--- src/rtl/pc_seq_pkg.sv ---
// Shared types for the PC sequencer: FSM state encoding, default PC step,
// and the next-PC source encoding also used by the debugger/trace.
package pc_seq_pkg;

  localparam int unsigned PC_STEP_DEFAULT = 4;

  typedef enum logic [2:0] {
    ST_IDLE,
    ST_FETCH,
    ST_DECODE,
    ST_EXEC,
    ST_MEM,
    ST_WB,
    ST_UPDATE,
    ST_HALT
  } seq_state_e;

  typedef enum logic [1:0] {
    PC_SRC_SEQ,
    PC_SRC_BRANCH,
    PC_SRC_JUMP
  } pc_src_e;

  // Jump beats a taken branch; anything else falls through sequentially.
  function automatic pc_src_e pc_src_sel(input logic is_jump, input logic is_branch,
                                         input logic branch_taken);
    if (is_jump)
      return PC_SRC_JUMP;
    else if (is_branch && branch_taken)
      return PC_SRC_BRANCH;
    else
      return PC_SRC_SEQ;
  endfunction

endpackage

--- src/rtl/next_pc_calc.sv ---
// Combinational next-PC select: jump target, taken-branch target or
// sequential PC. All adds are 32-bit modulo and wrap silently.
module next_pc_calc
  import pc_seq_pkg::*;
#(
  parameter int unsigned PC_STEP = PC_STEP_DEFAULT
) (
  input  logic [31:0] pc_cur,
  input  logic        is_branch,
  input  logic        branch_taken,
  input  logic [31:0] branch_offset,
  input  logic        is_jump,
  input  logic [31:0] jump_target,
  output logic [31:0] pc_next
);

  logic [31:0] pc_seq;
  pc_src_e     src;

  assign pc_seq = pc_cur + PC_STEP;

  // Priority select of the next-PC source.
  always_comb begin
    src = pc_src_sel(is_jump, is_branch, branch_taken);
    case (src)
      PC_SRC_JUMP:   pc_next = jump_target;
      PC_SRC_BRANCH: pc_next = pc_seq + branch_offset;
      default:       pc_next = pc_seq;
    endcase
  end

endmodule

--- src/rtl/pc_sequencer.sv ---
// Multi-cycle instruction sequencer; sole writer of the PC register.
// Optional memory-handshake timeout is enabled by defining PC_SEQ_TIMEOUT_EN
// (adds the TIMEOUT_CYCLES parameter and drives error).
//
// state     | meaning
// ----------+------------------------------------------------------------
// ST_IDLE   | waiting for start
// ST_FETCH  | imem_req held until imem_ready, then latch IR
// ST_DECODE | halt check
// ST_EXEC   | next PC registered; pick MEM or WB
// ST_MEM    | dmem_req held until dmem_ready
// ST_WB     | one-cycle reg_we unless branch/jump/store
// ST_UPDATE | one-cycle update_pc with registered pc_next
// ST_HALT   | halted until reset; start ignored
module pc_sequencer
  import pc_seq_pkg::*;
#(
  parameter int unsigned PC_STEP = PC_STEP_DEFAULT
`ifdef PC_SEQ_TIMEOUT_EN
  , parameter int unsigned TIMEOUT_CYCLES = 64
`endif
) (
  input  logic        clk,
  input  logic        reset,
  input  logic        start,
  input  logic [31:0] pc_cur,
  input  logic        imem_ready,
  input  logic        dmem_ready,
  input  logic        is_branch,
  input  logic        branch_taken,
  input  logic [31:0] branch_offset,
  input  logic        is_jump,
  input  logic [31:0] jump_target,
  input  logic        is_mem,
  input  logic        is_load,
  input  logic        is_halt,
  output logic        imem_req,
  output logic        ir_load,
  output logic        dmem_req,
  output logic        reg_we,
  output logic        update_pc,
  output logic [31:0] pc_next,
  output logic        halted,
  output logic        busy,
  output logic        error
);

  seq_state_e  state_q, state_d;
  logic [31:0] pc_next_q;
  logic [31:0] pc_calc;
  logic        timeout;

  next_pc_calc #(.PC_STEP(PC_STEP)) u_next_pc_calc (
    .pc_cur        (pc_cur),
    .is_branch     (is_branch),
    .branch_taken  (branch_taken),
    .branch_offset (branch_offset),
    .is_jump       (is_jump),
    .jump_target   (jump_target),
    .pc_next       (pc_calc)
  );

`ifdef PC_SEQ_TIMEOUT_EN
  localparam int WAIT_W = $clog2(TIMEOUT_CYCLES + 1);

  logic [WAIT_W-1:0] wait_q;
  logic              error_q;
  logic              waiting;

  assign waiting = ((state_q == ST_FETCH) && !imem_ready) ||
                   ((state_q == ST_MEM)   && !dmem_ready);
  assign timeout = waiting && (wait_q == WAIT_W'(TIMEOUT_CYCLES - 1));
  assign error   = error_q;

  // Wait counter is zero outside a stalled handshake, so every FETCH/MEM
  // entry starts from zero; error is sticky until reset.
  always_ff @(posedge clk) begin
    if (reset) begin
      wait_q  <= '0;
      error_q <= 1'b0;
    end else begin
      if (timeout)
        error_q <= 1'b1;
      if (waiting)
        wait_q <= wait_q + 1'b1;
      else
        wait_q <= '0;
    end
  end
`else
  assign timeout = 1'b0;
  assign error   = 1'b0;
`endif

  // State register and next-PC capture in EXEC.
  always_ff @(posedge clk) begin
    if (reset) begin
      state_q   <= ST_IDLE;
      pc_next_q <= '0;
    end else begin
      state_q <= state_d;
      if (state_q == ST_EXEC)
        pc_next_q <= pc_calc;
    end
  end

  // Next-state and per-state strobes.
  always_comb begin
    state_d   = state_q;
    imem_req  = 1'b0;
    ir_load   = 1'b0;
    dmem_req  = 1'b0;
    reg_we    = 1'b0;
    update_pc = 1'b0;
    case (state_q)
      ST_IDLE: begin
        if (start)
          state_d = ST_FETCH;
      end
      ST_FETCH: begin
        imem_req = 1'b1;
        if (imem_ready) begin
          ir_load = 1'b1;
          state_d = ST_DECODE;
        end else if (timeout) begin
          state_d = ST_HALT;
        end
      end
      ST_DECODE: begin
        state_d = is_halt ? ST_HALT : ST_EXEC;
      end
      ST_EXEC: begin
        state_d = is_mem ? ST_MEM : ST_WB;
      end
      ST_MEM: begin
        dmem_req = 1'b1;
        if (dmem_ready)
          state_d = is_load ? ST_WB : ST_UPDATE;
        else if (timeout)
          state_d = ST_HALT;
      end
      ST_WB: begin
        reg_we  = !(is_branch || is_jump || (is_mem && !is_load));
        state_d = ST_UPDATE;
      end
      ST_UPDATE: begin
        update_pc = 1'b1;
        state_d   = ST_FETCH;
      end
      ST_HALT: begin
        state_d = ST_HALT;
      end
      default: begin
        state_d = ST_IDLE;
      end
    endcase
  end

  assign pc_next = pc_next_q;
  assign halted  = (state_q == ST_HALT);
  assign busy    = (state_q != ST_IDLE) && (state_q != ST_HALT);

endmodule

--- config.mk ---
export PLATFORM = sky130hd
export DESIGN_NAME = pc_sequencer
export DESIGN_NICKNAME = d
export VERILOG_FILES = /design/src/rtl/pc_seq_pkg.sv /design/src/rtl/next_pc_calc.sv /design/src/rtl/pc_sequencer.sv
export SDC_FILE = /design/constraint.sdc
export NUM_CORES = 1
export LEC_CHECK = 0
export CAP_MARGIN = 20
export CORE_ASPECT_RATIO = 1.1
export CORE_MARGIN = 3
export CORE_UTILIZATION = 30
export DETAILED_ROUTE_END_ITERATION = 10
export PLACE_DENSITY_LB_ADDON = 0.1
export SETUP_SLACK_MARGIN = 0.3
export SLEW_MARGIN = 10
export SYNTH_ARGS = -nofsm -noshare
export SYNTH_HDL_FRONTEND = slang
export SYNTH_SLANG_ARGS = --single-unit
--- constraint.sdc ---
create_clock -name clk -period 4.45 [get_ports clk]
set_input_delay 0.445 -clock clk [delete_from_list [all_inputs] [get_ports clk]]
set_output_delay 0.445 -clock clk [all_outputs]
set_load 0.02 [all_outputs]
==> metrics.yaml, run 1 <==
floorplan:
  ios: 147
  dieArea_sq_um: 15000
  initial_core_util: 0.315
  fp.dieH_um: 128
  rows: 43
  die_w_um: 117
  fp.coreArea_sq_um: 12900
routing:
  postRouteAntennaNets: 0
  wl_per_cell_um: 18.3
  via_count: 4675
  vias_per_cell: 5.46
  wirelength_mm: 15.7
  first_pass_iters: 5
  drt_iter0_drc: 278
  drcViolationCount: 0
synthesis:
  yosys_register_bits: 35
  async_flop_share: 0
  ys_seq_area_frac: 0.172
  ys_top_cells_by_area: "dfxtp_1 (17%), ha_1 (12%), xnor2_1 (7.5%), a21oi_1 (6.7%), nor2_1 (6.6%)"
  synthAdderAreaFrac: 0.122
  synth_top_family_by_area: "compound AO/OA/AOI/OAI gates"
  syn_inst: 552
  yosysTopAreaCell: "dfxtp_1"
  synth_compound_area_frac: 0.284
  synth_top_area_frac: 0.172
  synthSimpleGateAreaFrac: 0.256
  synth_edf_count: 0
  synth_area_sq_um: 4060
  synth.area.mux_share: 0.0126
  syn_avg_cell_area_sq_um: 7.36
  synth-xor-area-share: 0.114
  synth_flop_cell: "dfxtp_1"
  yosys_warnings: 0
  synth_cell_types: 69
  syn_nets: 698
worst_setup_path:
  required_ns: 4.63
  crit_path_end_kind: "flop"
  cp-start-kind: "input pin"
  cp_max_fo: 5
  crit_top_cell: "nand2_1"
  worstPathCellList: "clkdlybuf4s50_1 -> and4_4 -> nand2_1 -> or4_4 -> nor2_1 -> xor2_1 -> ha_1 -> nand2_1 -> nor3_1 -> nor4b_2 -> o211a_1 -> o221ai_1 -> xnor2_1 -> o21ba_1"
  crit_slowest_cell: "or4_4"
  critPathMaxStageDelay_ns: 0.58
  worstSetupPathType: "input pin to flop"
  cp.arrival_ns: 4.18
layout:
  layout-drive-gt1-share: 0.0914
  final_common_cell: "clkdlybuf4s50_1"
  antenna_cells: 0
  most-common-layout-cells: "clkdlybuf4s50_1 (143), nor2_1 (69), a21oi_1 (52)"
  nets: 845
  syn_to_final_growth_pct: 48.4
  final_area_sq_um: 6030
placement:
  gp_congestion: 0.864
  dp_hpwl_mm: 12.2
  pre_cts_slack_ns: -0.0722
  port-buffer-count: 145
  post_dp_cell_area_sq_um: 5760
clock_tree:
  cts_tree: "yes"
  cts_hold_buffers: 0
  cts_inserted_buffers: 5
  ctsLongestPathBuffers: 2
  clkSlewWorstSetupHoldPaths_ns: 0.07
  cts_htree_levels: 2
  worstSkewPairLatency_ns: 0.29
  clock-root-buffer: "clkbuf_16"
  cts_num_sinks: 35
global_routing:
  grt_overflow: 0
  grt_pass1_vias: 4566
  antenna_found_initial: 0
  grt_pass1_wl_mm: 23.9
  gr-usage-all-layers: 0.203
  grt_start_max_net_pins: 31
timing:
  clock_skew_ns: 0.00648
  finalWorstPathRequiredPeriod_ns: 4.00
  finalMaxSlewViolations: 0
  max_freq_mhz: 250
  hold_viol: 0
  grt_setup_unrepaired: "true"
  fin_crit_sh: 0.898
  setup_slack_ns: 0.454
  relSlewSlack: 0.379
  setup_tns_ns: 0
  worst_pin_slew_ns: 0.929
  setup_viol: 0
min_path:
  holdCritPathClass: "flop to flop"
power:
  powerDensity_nw_per_um2: 253
  p_leak_nw: 2.38
  intPower_w: 0.000928
  power_frac_seq: 0.256
  p_switching_w: 0.000595
  sw_frac_of_total: 0.391
  p_comb_frac: 0.504
  power.total_w: 0.00152
  clkPwrFrac: 0.240
  ir_drop_uv: 133
run:
  drv_cap: 0
status:
  outcome: "finished clean"
cell usage after synthesis (8+ instances only):
library cell	instances
xor2_1	16
o21ai_0	18
a221o_1	22
a21o_1	16
nor2_1	71
inv_1	10
dfxtp_1	35
nand4_1	8
xnor2_1	35
nand2_1	48
and3_1	10
a21oi_1	54
nand3_1	14
ha_1	38
nor3_1	31
clkbuf_1	25
state kept, by name, indices dropped and copies added, names as in the netlist:
name / cells
state_q: 3
pc_next: 32
worst paths after layout:
check,to,start,cells after the start,slack [ns]
setup reg to reg,pc_next[12],state_q[0],6,2.21
hold / removal,pc_next[1],pc_next[1],2,0.46
hold reg to reg,pc_next[1],pc_next[1],2,0.46
setup / recovery,pc_next[31],pc_cur[10],14,0.45
routing by layer:
metal	wire, um	share of wire	vias up	global-route usage
li1	-	-	2340	-
met1	7080	0.45	2174	0.273
met2	7370	0.47	148	0.342
met3	1020	0.065	13	0.0326
met4	207	0.013	0	0.0432
met5	0	0	-	0
through the flow:
| stage | util | std cells | hold WS, ns |
|---|---|---|---|
| floorplan | - | 552 | 0.535 |
| global placement | 0.446 | 847 | 0.446 |
| detailed placement | 0.446 | 847 | 0.457 |
| CTS | 0.458 | 855 | 0.467 |
| global route | 0.467 | 857 | 0.486 |
| finish | 0.467 | 857 | 0.465 |
area by class of cell:
class | instances | area [sq um]
Fill cell | 1325 | 6880
Inverter | 10 | 37.5
Sequential cell | 35 | 701
Clock inverter | 3 | 20.0
Clock buffer | 5 | 125
Tap cell | 157 | 196
Multi-Input combinational cell | 478 | 3310
Timing Repair Buffer | 169 | 1640
worst max-delay path, delay by kind of cell:
family | cells | cell delay [ns]
compound gates | 3 | 0.55
xor+xnor | 2 | 0.42
fa+ha+maj | 1 | 0.27
buf+inv | 1 | 0.57
simple gates | 7 | 1.93
power groups by stage:
stage | sequential (W) | combinational [W] | clock (W)
2_1_floorplan | 0.000416 | 0.000417 | 0
3_3_place_gp | 0.000396 | 0.000752 | 0
3_5_place_dp | 0.000396 | 0.000753 | 0
4_1_cts | 0.000390 | 0.000759 | 0.000377
5_1_grt | 0.000398 | 0.000845 | 0.000388
6_report | 0.000390 | 0.000767 | 0.000366
cell families after synthesis:
logic type | Yosys count
AND/OR/NAND/NOR | 215
AO/OA/AOI/OAI | 166
XOR/XNOR | 52
adder cells (fa/ha/maj) | 39
buffers and inverters | 39
flip-flops | 35
multiplexers | 5
other | 1
timing repair:
action,CTS,global route
pin swaps,0,1
buffers inserted,0,2
setup endpoints to repair,1,9
gates resized for setup,1,21
Note: power is estimated with default switching activity, not from simulation.
==> inputs of run 2 (changes only) <==
--- a/config.mk
+++ b/config.mk
@@ -8,7 +8,7 @@
 export CAP_MARGIN = 20
 export CORE_ASPECT_RATIO = 1.1
 export CORE_MARGIN = 3
-export CORE_UTILIZATION = 30
+export CORE_UTILIZATION = 46
 export DETAILED_ROUTE_END_ITERATION = 10
 export PLACE_DENSITY_LB_ADDON = 0.1
 export SETUP_SLACK_MARGIN = 0.3
==> metrics.yaml, run 2 (same netlist as run 1, synthesis figures left out) <==
worst_setup_path:
  crit_slowest_cell: "or4_4"
  cp_max_fo: 5
  worstSetupPathType: "input pin to flop"
  cp-start-kind: "input pin"
  worstPathCellList: "clkdlybuf4s50_1 -> and4_4 -> nand4_4 -> or4_4 -> nor2_1 -> xor2_1 -> ha_1 -> nand2_1 -> nor3_1 -> a221oi_1 -> o21ai_0 -> o211a_1 -> o221ai_1 -> xnor2_1 -> o21ba_1"
  required_ns: 4.65
  crit_path_end_kind: "flop"
  critPathMaxStageDelay_ns: 0.58
  cp.arrival_ns: 4.16
clock_tree:
  cts_tree: "yes"
  cts_setup_buffers: 0
  cts_resized: 0
  cts_num_sinks: 35
  clkSlewWorstSetupHoldPaths_ns: 0.08
  clock-root-buffer: "clkbuf_8"
  worstSkewPairLatency_ns: 0.30
  cts_inserted_buffers: 5
  cts_htree_levels: 2
  cts_hold_buffers: 0
  ctsLongestPathBuffers: 2
global_routing:
  grt_use_met1: 0.378
  grt.busiest_layer: "met2"
  gr-usage-all-layers: 0.283
  use_met3: 0.0446
  grt_pass1_vias: 4731
  grt_overflow: 0
  met2_usage: 0.462
  antenna_found_initial: 0
  grt_start_max_net_pins: 33
  grt_pass1_wl_mm: 22.9
floorplan:
  fp.coreArea_sq_um: 8500
  dieArea_sq_um: 10000
  die_w_um: 95.6
  fp.dieH_um: 105
  ios: 147
  rows: 35
  initial_core_util: 0.478
power:
  ir_drop_uv: 138
  powerDensity_nw_per_um2: 249
  intPower_w: 0.000894
  p_comb_frac: 0.514
  p_leak_nw: 2.33
  sw_frac_of_total: 0.390
  power_frac_seq: 0.265
  clkPwrFrac: 0.221
  p_switching_w: 0.000572
placement:
  gp_congestion: 0.962
  port-buffer-count: 145
  dp_hpwl_mm: 11.0
timing:
  max_freq_mhz: 253
  setup_viol: 0
  clock_skew_ns: 0.00307
  relSlewSlack: 0.379
  grt_setup_unrepaired: "false"
  setup_tns_ns: 0
  finalWorstPathRequiredPeriod_ns: 3.96
  hold_viol: 0
  finalMaxSlewViolations: 0
  worst_pin_slew_ns: 0.931
  fin_crit_sh: 0.889
routing:
  wirelength_mm: 14.3
  wl_per_cell_um: 17.8
  via_count: 4768
  first_pass_iters: 5
  postRouteAntennaNets: 0
  drcViolationCount: 0
  drt_iter0_drc: 213
  vias_per_cell: 5.95
layout:
  utilization: 0.693
  final_common_cell: "clkdlybuf4s50_1"
  nets: 836
  most-common-layout-cells: "clkdlybuf4s50_1 (144), nor2_1 (69), a21oi_1 (53)"
  syn_to_final_growth_pct: 44.9
  layout-drive-gt1-share: 0.0825
  largest_reg_flops: 32
  antenna_cells: 0
run:
  drv_cap: 0
min_path:
  holdCritPathClass: "flop to flop"
status:
  outcome: "finished clean"
## run 2: worst max-delay path, delay by kind of cell
| family | cells | cell delay [ns] |
|---|---|---|
| adder cells (fa/ha/maj) | 1 | 0.34 |
| AO/OA/AOI/OAI | 5 | 1.11 |
| AND/OR/NAND/NOR | 6 | 1.35 |
| buffers and inverters | 1 | 0.56 |
| XOR/XNOR | 2 | 0.36 |
## run 2: metrics by stage
stage	area [sq um]	worst slack [ns]	hold WS, ns	instances	total power (W)
final	5890	0.492	0.467	802	0.00147
after global routing	5890	0.295	0.497	802	0.00156
after CTS	5770	0.388	0.469	802	0.00146
after detailed placement	5650	0.0784	0.457	794	0.00113
after global placement	5650	0.155	0.449	794	0.00112
after floorplan	4060	0.956	0.535	552	0.000833
## run 2: worst paths after layout
| path | start | end | slack (ns) | cells after the start |
|---|---|---|---|---|
| hold / removal | pc_next[1] | pc_next[1] | 0.47 | 2 |
| hold reg to reg | pc_next[1] | pc_next[1] | 0.47 | 2 |
| setup / recovery | pc_cur[13] | pc_next[31] | 0.49 | 15 |
| setup reg to reg | state_q[0] | pc_next[25] | 2.27 | 5 |
## run 2: per-layer routing
layer  vias up  wire (um)
met3        25       1160
met5         -          0
li1       2326          -
met1      2203       6040
met2       214       6790
met4         0        286
## run 2: power by group through the flow
stage / Combinational [W] / Sequential (W) / Clock [W]
after global routing: 0.000824 / 0.000396 / 0.000339
after global placement: 0.000725 / 0.000394 / 0
final: 0.000754 / 0.000389 / 0.000324
after floorplan: 0.000417 / 0.000416 / 0
after detailed placement: 0.000736 / 0.000396 / 0
after CTS: 0.000741 / 0.000389 / 0.000329
## run 2: final cells by class
class / instances / area [sq um]
well taps: 111 / 139
multi-input cells: 478 / 3330
inverters: 10 / 37.5
clock inverters: 2 / 35.0
fillers: 772 / 2610
flip-flops and latches: 35 / 701
repair buffers: 160 / 1570
clock buffers: 6 / 82.6
==> inputs of run 3 (changes only) <==
--- a/config.mk
+++ b/config.mk
@@ -5,6 +5,7 @@
 export SDC_FILE = /design/constraint.sdc
 export NUM_CORES = 1
 export LEC_CHECK = 0
+export ABC_CLOCK_PERIOD_IN_PS = 4450
 export CAP_MARGIN = 20
 export CORE_ASPECT_RATIO = 1.1
 export CORE_MARGIN = 3
==> results of run 3 <==
Same layout as run 2: the final DEF is identical, and so are final timing and power.
